$ cat config.mk
export PLATFORM = sky130hd
export DESIGN_NAME = uart_ctrl
export DESIGN_NICKNAME = d
export VERILOG_FILES = /design/src/rtl/uart_pkg.sv /design/src/rtl/sync2.sv /design/src/rtl/uart_ctrl.sv
export SDC_FILE = /design/constraint.sdc
export NUM_CORES = 1
export LEC_CHECK = 0
export ABC_AREA = 1
export CAP_MARGIN = 5
export CORE_UTILIZATION = 42
export DETAILED_ROUTE_END_ITERATION = 6
export PLACE_DENSITY_LB_ADDON = 0.08
export SLEW_MARGIN = 20
export SYNTH_ARGS = -nofsm -noshare
export SYNTH_HDL_FRONTEND = slang
export SYNTH_SLANG_ARGS = --single-unit
$ cat constraint.sdc
create_clock -name uci_clk -period 1.57 [get_ports uci_clk]
set_input_delay 0.157 -clock uci_clk [delete_from_list [all_inputs] [get_ports uci_clk]]
set_output_delay 0.157 -clock uci_clk [all_outputs]
set_load 0.03 [all_outputs]
$ cat src/rtl/uart_pkg.sv
// Shared types and defaults for the UART access sequencer.
package uart_pkg;

  typedef enum logic [3:0] {
    StIdle,
    StWrSetup,
    StWrPulse,
    StWrHold,
    StWrWaitTbre,
    StWrWaitTsre,
    StRdPulse,
    StRdHold,
    StDone
  } uart_state_e;

  localparam int unsigned DefPulseCycles = 2;
  localparam int unsigned DefTimeout     = 1023;

endpackage

$ cat src/rtl/sync2.sv
// Two-flop synchronizer for a single asynchronous level, synchronous active-high reset.
module sync2 (
  input  logic clk_i,
  input  logic rst_i,
  input  logic d_i,
  output logic q_o
);

  logic meta_q, sync_q;

  always_ff @(posedge clk_i) begin
    if (rst_i) begin
      meta_q <= 1'b0;
      sync_q <= 1'b0;
    end else begin
      meta_q <= d_i;
      sync_q <= meta_q;
    end
  end

  assign q_o = sync_q;

endmodule

$ cat src/rtl/uart_ctrl.sv
// Sequences single-byte UART reads/writes on the shared UART/RAM1 bus for the mem stage.
module uart_ctrl
  import uart_pkg::*;
#(
  parameter int unsigned PULSE_CYCLES = DefPulseCycles,
  parameter int unsigned TIMEOUT      = DefTimeout
) (
  input  logic        uci_clk,
  input  logic        uci_rst,
  input  logic        uci_req_valid,
  input  logic        uci_req_write,
  input  logic [7:0]  uci_wdata,
  output logic        uco_req_ready,
  output logic        uco_done,
  output logic [7:0]  uco_rdata,
  output logic        uco_timeout,
  output logic        uco_writeable,
  output logic        uco_data_ready,
  output logic        uco_ram1_disable,
  output logic        uco_bus_oe,
  output logic [15:0] uco_bus_data,
  input  logic [15:0] uci_bus_data,
  output logic        uco_wrn,
  output logic        uco_rdn,
  input  logic        uci_uart_tbre,
  input  logic        uci_uart_tsre,
  input  logic        uci_uart_data_ready
);

  localparam logic [3:0] PulseLast = 4'(PULSE_CYCLES);
  localparam logic [9:0] WaitLast  = 10'(TIMEOUT - 1);

  uart_state_e state_q, state_d;
  logic [3:0]  pulse_cnt_q, pulse_cnt_d;
  logic [9:0]  wait_cnt_q, wait_cnt_d;
  logic [7:0]  wdata_q, wdata_d;
  logic [7:0]  rdata_q, rdata_d;
  logic        timeout_d;
  logic        wrn_q, rdn_q, bus_oe_q, ram1_q, done_q, timeout_q;
  logic        tbre_s, tsre_s, data_ready_s;
  logic        unused_bus_hi;

  sync2 u_sync_tbre (
    .clk_i (uci_clk),
    .rst_i (uci_rst),
    .d_i   (uci_uart_tbre),
    .q_o   (tbre_s)
  );

  sync2 u_sync_tsre (
    .clk_i (uci_clk),
    .rst_i (uci_rst),
    .d_i   (uci_uart_tsre),
    .q_o   (tsre_s)
  );

  sync2 u_sync_dr (
    .clk_i (uci_clk),
    .rst_i (uci_rst),
    .d_i   (uci_uart_data_ready),
    .q_o   (data_ready_s)
  );

  always_comb begin
    state_d     = state_q;
    pulse_cnt_d = pulse_cnt_q;
    wait_cnt_d  = wait_cnt_q;
    wdata_d     = wdata_q;
    rdata_d     = rdata_q;
    timeout_d   = 1'b0;
    unique case (state_q)
      StIdle: begin
        if (uci_req_valid) begin
          // Both pulse states start counting from 1; WR_SETUP leaves the count untouched.
          pulse_cnt_d = 4'd1;
          if (uci_req_write) begin
            wdata_d = uci_wdata;
            state_d = StWrSetup;
          end else begin
            state_d = StRdPulse;
          end
        end
      end
      StWrSetup: state_d = StWrPulse;
      StWrPulse: begin
        if (pulse_cnt_q >= PulseLast) state_d = StWrHold;
        else                          pulse_cnt_d = pulse_cnt_q + 4'd1;
      end
      StWrHold: begin
        wait_cnt_d = '0;
        state_d    = StWrWaitTbre;
      end
      StWrWaitTbre, StWrWaitTsre: begin
        if (wait_cnt_q != '1) wait_cnt_d = wait_cnt_q + 10'd1;
        if (state_q == StWrWaitTbre && tbre_s) begin
          state_d = StWrWaitTsre;
        end else if (state_q == StWrWaitTsre && tsre_s) begin
          state_d = StDone;
        end else if (wait_cnt_q >= WaitLast) begin
          state_d   = StDone;
          timeout_d = 1'b1;
        end
      end
      StRdPulse: begin
        if (pulse_cnt_q >= PulseLast) begin
          rdata_d = uci_bus_data[7:0];
          state_d = StRdHold;
        end else begin
          pulse_cnt_d = pulse_cnt_q + 4'd1;
        end
      end
      StRdHold: state_d = StDone;
      StDone:   state_d = StIdle;
      default:  state_d = StIdle;
    endcase
  end

  // Strobes and bus enables are decoded from the next state so they are glitch-free flops.
  always_ff @(posedge uci_clk) begin
    if (uci_rst) begin
      state_q     <= StIdle;
      pulse_cnt_q <= '0;
      wait_cnt_q  <= '0;
      wdata_q     <= '0;
      rdata_q     <= '0;
      wrn_q       <= 1'b1;
      rdn_q       <= 1'b1;
      bus_oe_q    <= 1'b0;
      ram1_q      <= 1'b0;
      done_q      <= 1'b0;
      timeout_q   <= 1'b0;
    end else begin
      state_q     <= state_d;
      pulse_cnt_q <= pulse_cnt_d;
      wait_cnt_q  <= wait_cnt_d;
      wdata_q     <= wdata_d;
      rdata_q     <= rdata_d;
      wrn_q       <= (state_d != StWrPulse);
      rdn_q       <= (state_d != StRdPulse);
      bus_oe_q    <= (state_d inside {StWrSetup, StWrPulse, StWrHold});
      ram1_q      <= (state_d != StIdle);
      done_q      <= (state_d == StDone);
      timeout_q   <= timeout_d;
    end
  end

  assign unused_bus_hi    = ^uci_bus_data[15:8];
  assign uco_req_ready    = (state_q == StIdle);
  assign uco_done         = done_q;
  assign uco_rdata        = rdata_q;
  assign uco_timeout      = timeout_q;
  assign uco_writeable    = tbre_s & tsre_s & (state_q == StIdle);
  assign uco_data_ready   = data_ready_s & (state_q == StIdle);
  assign uco_ram1_disable = ram1_q;
  assign uco_bus_oe       = bus_oe_q;
  assign uco_bus_data     = {8'h00, wdata_q};
  assign uco_wrn          = wrn_q;
  assign uco_rdn          = rdn_q;

endmodule

==> results.ini, run 1 <==
[logic_synthesis]
netlist_area_sq_mm=0.00210
syn_inst=287
yosysWarningCount=0
syn_avg_cell_area_sq_um=7.33
async_flop_share=0
synthFlopType=dfxtp_1
ys_types=34
synth-edff-count=0
ys_ff_latch=46
ys_seq_area_frac=0.438

[clock_tree]
clk_pin_slew_ns=0.08
cts_hold_buf=0
cts_root_buffer=clkbuf_8
cts_sinks=46
post-cts-setup-buffer-count=0
worstSkewPairLatency_ns=0.29
htree_levels=2
cts_buffer_depth=2
cts_tree=built
cts_made_buffers=5

[final_layout]
diodes=0
drive_gt1_frac=0.183
syn_to_final_growth_pct=34.6
nets=384
fin_util=0.591

[placed_design]
place_hpwl_mm=3.37
gp_congestion=0.834
io_buffers=47

[routing]
drtPass1Iterations=4
avgRoutedWirePerCell_microns=11.1
viasPerCell=4.74
vias=1970
drt_wl_total_mm=4.62
ant_nets=0
drc_errors=0
drt_iter0_markers=73

[grt]
overflow=0
grt_max_degree=30
antenna_found_initial=0
track_usage=0.186
grt_pass1_vias=1737
grt_first_pass_wirelength_mm=7.58

[sta]
finalHoldViolCount=0
setup_viol=0
slew_viol_final=0
rsz0062_at_grt=true
finClkSkew_ns=0.00230
fin_crit_sh=0.945
fmax_mhz=674
holdWs_ns=0.375
period_needed_ns=1.48

[flow_run]
cap_violations=0

[critical_path]
r2r_cells=9
path_buf_inv=1
critPathCaptureType=flop
crit_chain=inv_1, ha_1, or2_2, nand3_2, nand2_2, a21oi_2, nand3_1, nor2_1, nor2_1
crit_slowest_cell=dfxtp_2
path_delay_family=simple AND/OR/NAND/NOR gates
startpoint_type=flop
startpoint=wait_cnt_q[0]$_SDFFE_PP0P_
worstPathRequired_ns=1.76
timing.rr.end=uco_ram1_disable$_SDFF_PP0_
slowest_delay_ns=0.34
crit_top_cell=nor2_1
r2r-start=wait_cnt_q[0]$_SDFFE_PP0P_
rrSetupSlack_ns=0.09
cp.arrival_ns=1.67
cp_max_fo=4
path_class=reg2reg

[die]
io_pins=64
initial_utilization=0.439
rows=25
die_w_microns=72.8
coreArea_sq_mm=0.00479
dieArea_sq_mm=0.00529
die_h_microns=72.8

[power_and_ir_drop]
ir_drop_uv=641
p_comb_frac=0.307
p_int_mw=1.91
power_switching_mw=0.966
powerDensity_mw_per_mm2=1020
p_leak_nw=1.21
p_seq_frac=0.456
pwr-share-clk=0.237
switching_share=0.336

[hold_path]
holdPathEnd=u_sync_tsre.meta_q$_SDFF_PP0_
min_from=uci_uart_tsre
holdPathStages=3
hold_class=in2reg

[outcome]
status=complete, no violations

-- registers in the layout, indices dropped and copies added, names as in the netlist, 4 cells and up --
signal       flops
wdata_q          8
pulse_cnt_q      4
uco_rdata        8
wait_cnt_q      10
state_q          4
-- final cells by class --
cell class / count / area, sq um
well taps: 67 / 83.8
repair buffers: 62 / 592
inverters: 32 / 125
clock buffers: 6 / 72.6
clock inverters: 1 / 7.51
flip-flops and latches: 46 / 928
multi-input cells: 202 / 1020
fillers: 482 / 1960
-- timing repair --
item / CTS / global route
pin swaps: 0 / 2
setup endpoints to repair: 1 / 22
hold endpoints to repair: 0 / 0
resized for setup: 2 / 17
-- worst reg2reg max path: cells and delay by family (launching register included) --
family | cells | cell delay, ns
compound gates | 1 | 0.14
fa+ha+maj | 1 | 0.18
buf+inv | 1 | 0.05
flops | 1 | 0.34
simple gates | 6 | 0.68
-- power by group through the flow --
stage	Combinational, mW	Sequential [mW]	Clock (mW)
2_1_floorplan	0.498	1.41	0
3_5_place_dp	0.851	1.33	0
5_1_grt	0.973	1.33	0.746
4_1_cts	0.858	1.31	0.712
3_3_place_gp	0.850	1.33	0
6_report	0.883	1.31	0.683
-- cells in the final DEF, fill, tap and decap left out, drive strengths merged, types with 5 or more instances in the layout --
cell type	Yosys	final
conb	1	8
nand3	21	21
a21oi	27	27
clkbuf	4	6
inv	31	31
nor2	53	53
buf	10	18
nand2	56	56
nand4	5	5
dfxtp	46	46
o21ai	15	15
clkdlybuf4s50	0	44
-- per-stage QoR --
step	cells	power, mW	setup WS, ns	setup TNS (ns)	instance area (sq um)
global route	416	3.05	-0.0192	-0.0551	2830
detailed placement	409	2.18	0.0471	0	2710
floorplan	294	1.91	0.0147	0	2130
CTS	416	2.88	0.00879	0	2800
global placement	409	2.18	0.0559	0	2710
finish	416	2.88	0.0865	0	2830
-- worst max-delay path by stage --
stage	to	slack (ns)	cells past startpoint
after floorplan	uco_ram1_disable$_SDFF_PP0_	0.01	9
after global placement	uco_bus_oe$_SDFF_PP0_	0.06	10
after detailed placement	wait_cnt_q[6]$_SDFFE_PP0P_	0.05	9
after CTS	uco_req_ready	0.009	5
after global routing	wait_cnt_q[5]$_SDFFE_PP0P_	-0.02	9
final	uco_ram1_disable$_SDFF_PP0_	0.09	9
-- cell usage after synthesis (4+ instances only) --
cell,count,area [sq um]
nand3_1,20,100
nand4_1,5,31.3
inv_2,5,18.8
inv_1,26,97.6
buf_4,8,60.1
ha_1,4,50.1
nand2_1,52,195
nor2_2,6,37.5
a21oi_1,23,115
o21ai_0,12,60.1
nor2_1,47,176
dfxtp_1,46,921
-- logic make-up (layout without fill, tap and decap cells) --
kind of cell,after synthesis,after routing,share of synthesized area
adders and majority gates,4,4,0.0238
buffers and inverters,46,101,0.104
and+or+nand+nor,142,142,0.297
xor gates and xnor gates,2,2,0.00833
other,1,8,0.00178
DFF,46,46,0.438
AOI/OAI and AO/OA,46,46,0.128
-- layer usage --
layer  part of all wire  global-route usage
met5                  0                   0
met2               0.46               0.301
met4              0.014              0.0828
met1               0.47               0.231
met3              0.062              0.0539
No activity file was read; power rests on OpenSTA's default activity.
==> run 2, diff against run 1 <==
Settings changed: CORE_UTILIZATION 42 to 24.
==> run 2 against run 1 <==
  * Critical path depth down 8
  * Hold slack worse by 0.012 ns
  * Global-route usage down 6.5 points
  * Combinational power up 4.0%
  * Clock-buffer cell count up 1
  * Total power up 3.7%
  * Die area up 73%
  * Sequential power about the same
  * Wire length up 12%
  * Utilization down 23 points
  * Via count down 2.0%
  * First-iteration DRC count down 34%
==> results.ini, run 2 (synthesized netlist as in run 1, its figures left out) <==
[critical_path]
path_delay_family=buffers and inverters
rrSetupSlack_ns=0.10
path_buf_inv=1
crit_chain=clkdlybuf4s50_1
r2r_cells=9
worstPathRequired_ns=1.41
crit_end=uco_rdata[3]
cp.arrival_ns=1.32
path_depth=1
r2r-start=wait_cnt_q[0]$_SDFFE_PP0P_
timing.rr.end=uco_done$_SDFF_PP0_
path_class=reg2out
startpoint_type=flop
cp_max_fo=2
startpoint=uco_rdata[3]$_SDFFE_PP0P_
slowest_delay_ns=0.68
crit_slowest_cell=clkdlybuf4s50_1
critPathCaptureType=primary output

[sta]
slew_viol_final=0
holdWs_ns=0.363
finClkSkew_ns=0.00521
fmax_mhz=677
period_needed_ns=1.48
finalHoldViolCount=0
setup_viol=0
finalWorstSetupSlack_ns=0.0919
fin_setup_tns_ns=0
rsz0062_at_grt=true
fin_crit_sh=0.941

[flow_run]
cap_violations=0

[final_layout]
syn_to_final_growth_pct=41.8
diodes=0
nets=390
drive_gt1_frac=0.202
layout_common_cells=nand2_1 (50), clkdlybuf4s50_1 (44), nor2_1 (43), dfxtp_1 (41), inv_1 (25)
largest_reg_flops=10
design_area_sq_mm=0.00298
final_common_cell=nand2_1
regMostFlops=wait_cnt_q

[clock_tree]
cts_sinks=46
clk_pin_slew_ns=0.09
cts_buffer_depth=2
cts_made_buffers=5
htree_levels=2
cts_tree=built
cts_root_buffer=clkbuf_8
worstSkewPairLatency_ns=0.30

[grt]
overflow=0
met2_usage=0.195
grt_first_pass_wirelength_mm=8.63
grt_max_degree=30
use_met3=0.0279
grt_pass1_vias=1843
track_usage=0.122
antenna_found_initial=0
met1_usage=0.163
grt_busiest_layer=met2

[routing]
vias=1930
ant_nets=0
drt_wl_total_mm=5.17
drc_errors=0
drt_iter0_markers=48
drtPass1Iterations=4
avgRoutedWirePerCell_microns=11.2
viasPerCell=4.19

[power_and_ir_drop]
p_leak_nw=1.25
powerDensity_mw_per_mm2=1000
ir_drop_uv=558
total_power_mw=2.99

[placed_design]
placed_area_sq_mm=0.00277
place_hpwl_mm=3.68
dp_slack_ns=0.0274
gp_congestion=0.833
io_buffers=47

[die]
dieArea_sq_mm=0.00914
die_h_microns=95.6
coreArea_sq_mm=0.00834
rows=33
die_w_microns=95.6
initial_utilization=0.252
io_pins=64

[outcome]
status=complete, no violations

[hold_path]
hold_class=in2reg

run 2: cell count changes in the layout (fill, tap and decap cells not counted), sizes merged:
| cell | before | now |
|---|---|---|
| buf | 18 | 23 |
| clkbuf | 6 | 7 |
| clkinvlp | 1 | 0 |
| inv | 31 | 32 |
| nand2 | 56 | 57 |
run 2: timing repair:
action,CTS,global route
buffers inserted,1,3
cloned,1,0
pin swaps,3,7
setup endpoints to repair,4,17
gates resized for setup,6,21
hold buffers,0,0
run 2: how the worst min path moves through the flow:
stage                                       start                           to  slack, ns  depth (start not counted)
floorplan                     uci_uart_data_ready  u_sync_dr.meta_q$_SDFF_PP0_       0.26                          2
global placement    u_sync_tbre.meta_q$_SDFF_PP0_   u_sync_tbre.q_o$_SDFF_PP0_       0.39                          2
detailed placement  u_sync_tbre.meta_q$_SDFF_PP0_   u_sync_tbre.q_o$_SDFF_PP0_       0.39                          2
CTS                           uci_uart_data_ready  u_sync_dr.meta_q$_SDFF_PP0_       0.35                          3
global route                  uci_uart_data_ready  u_sync_dr.meta_q$_SDFF_PP0_       0.37                          3
finish                        uci_uart_data_ready  u_sync_dr.meta_q$_SDFF_PP0_       0.36                          3
run 2: routing by layer:
layer	routed length [microns]	vias to the layer above
met1	2620	840
li1	-	1044
met4	44	0
met2	2260	42
met5	0	-
met3	239	4
run 2: power by group:
group / switching, mW / leakage, nW / internal, mW
clock: 0.396 / 0.0482 / 0.356
combinational: 0.553 / 0.829 / 0.365
sequential: 0.0601 / 0.377 / 1.26
total: 1.01 / 1.25 / 1.98
run 2: stage by stage:
step	std cells	utilization
after floorplan	294	-
after global placement	448	0.332
after detailed placement	448	0.332
after CTS	458	0.347
after global routing	461	0.357
final	461	0.357
run 2: area by class of cell:
type | instances | area, sq um
Fill cell | 909 | 5360
Timing Repair Buffer | 67 | 633
Clock buffer | 7 | 86.3
Sequential cell | 46 | 927
Multi-Input combinational cell | 203 | 1070
Clock inverter | 1 | 5.00
Inverter | 32 | 128
Tap cell | 105 | 131
==> run 3, diff against run 2 <==
Settings changed: GPL_ROUTABILITY_DRIVEN set to 0.
==> results of run 3 <==
The final DEF is identical to that of run 2; final timing and power are the same.
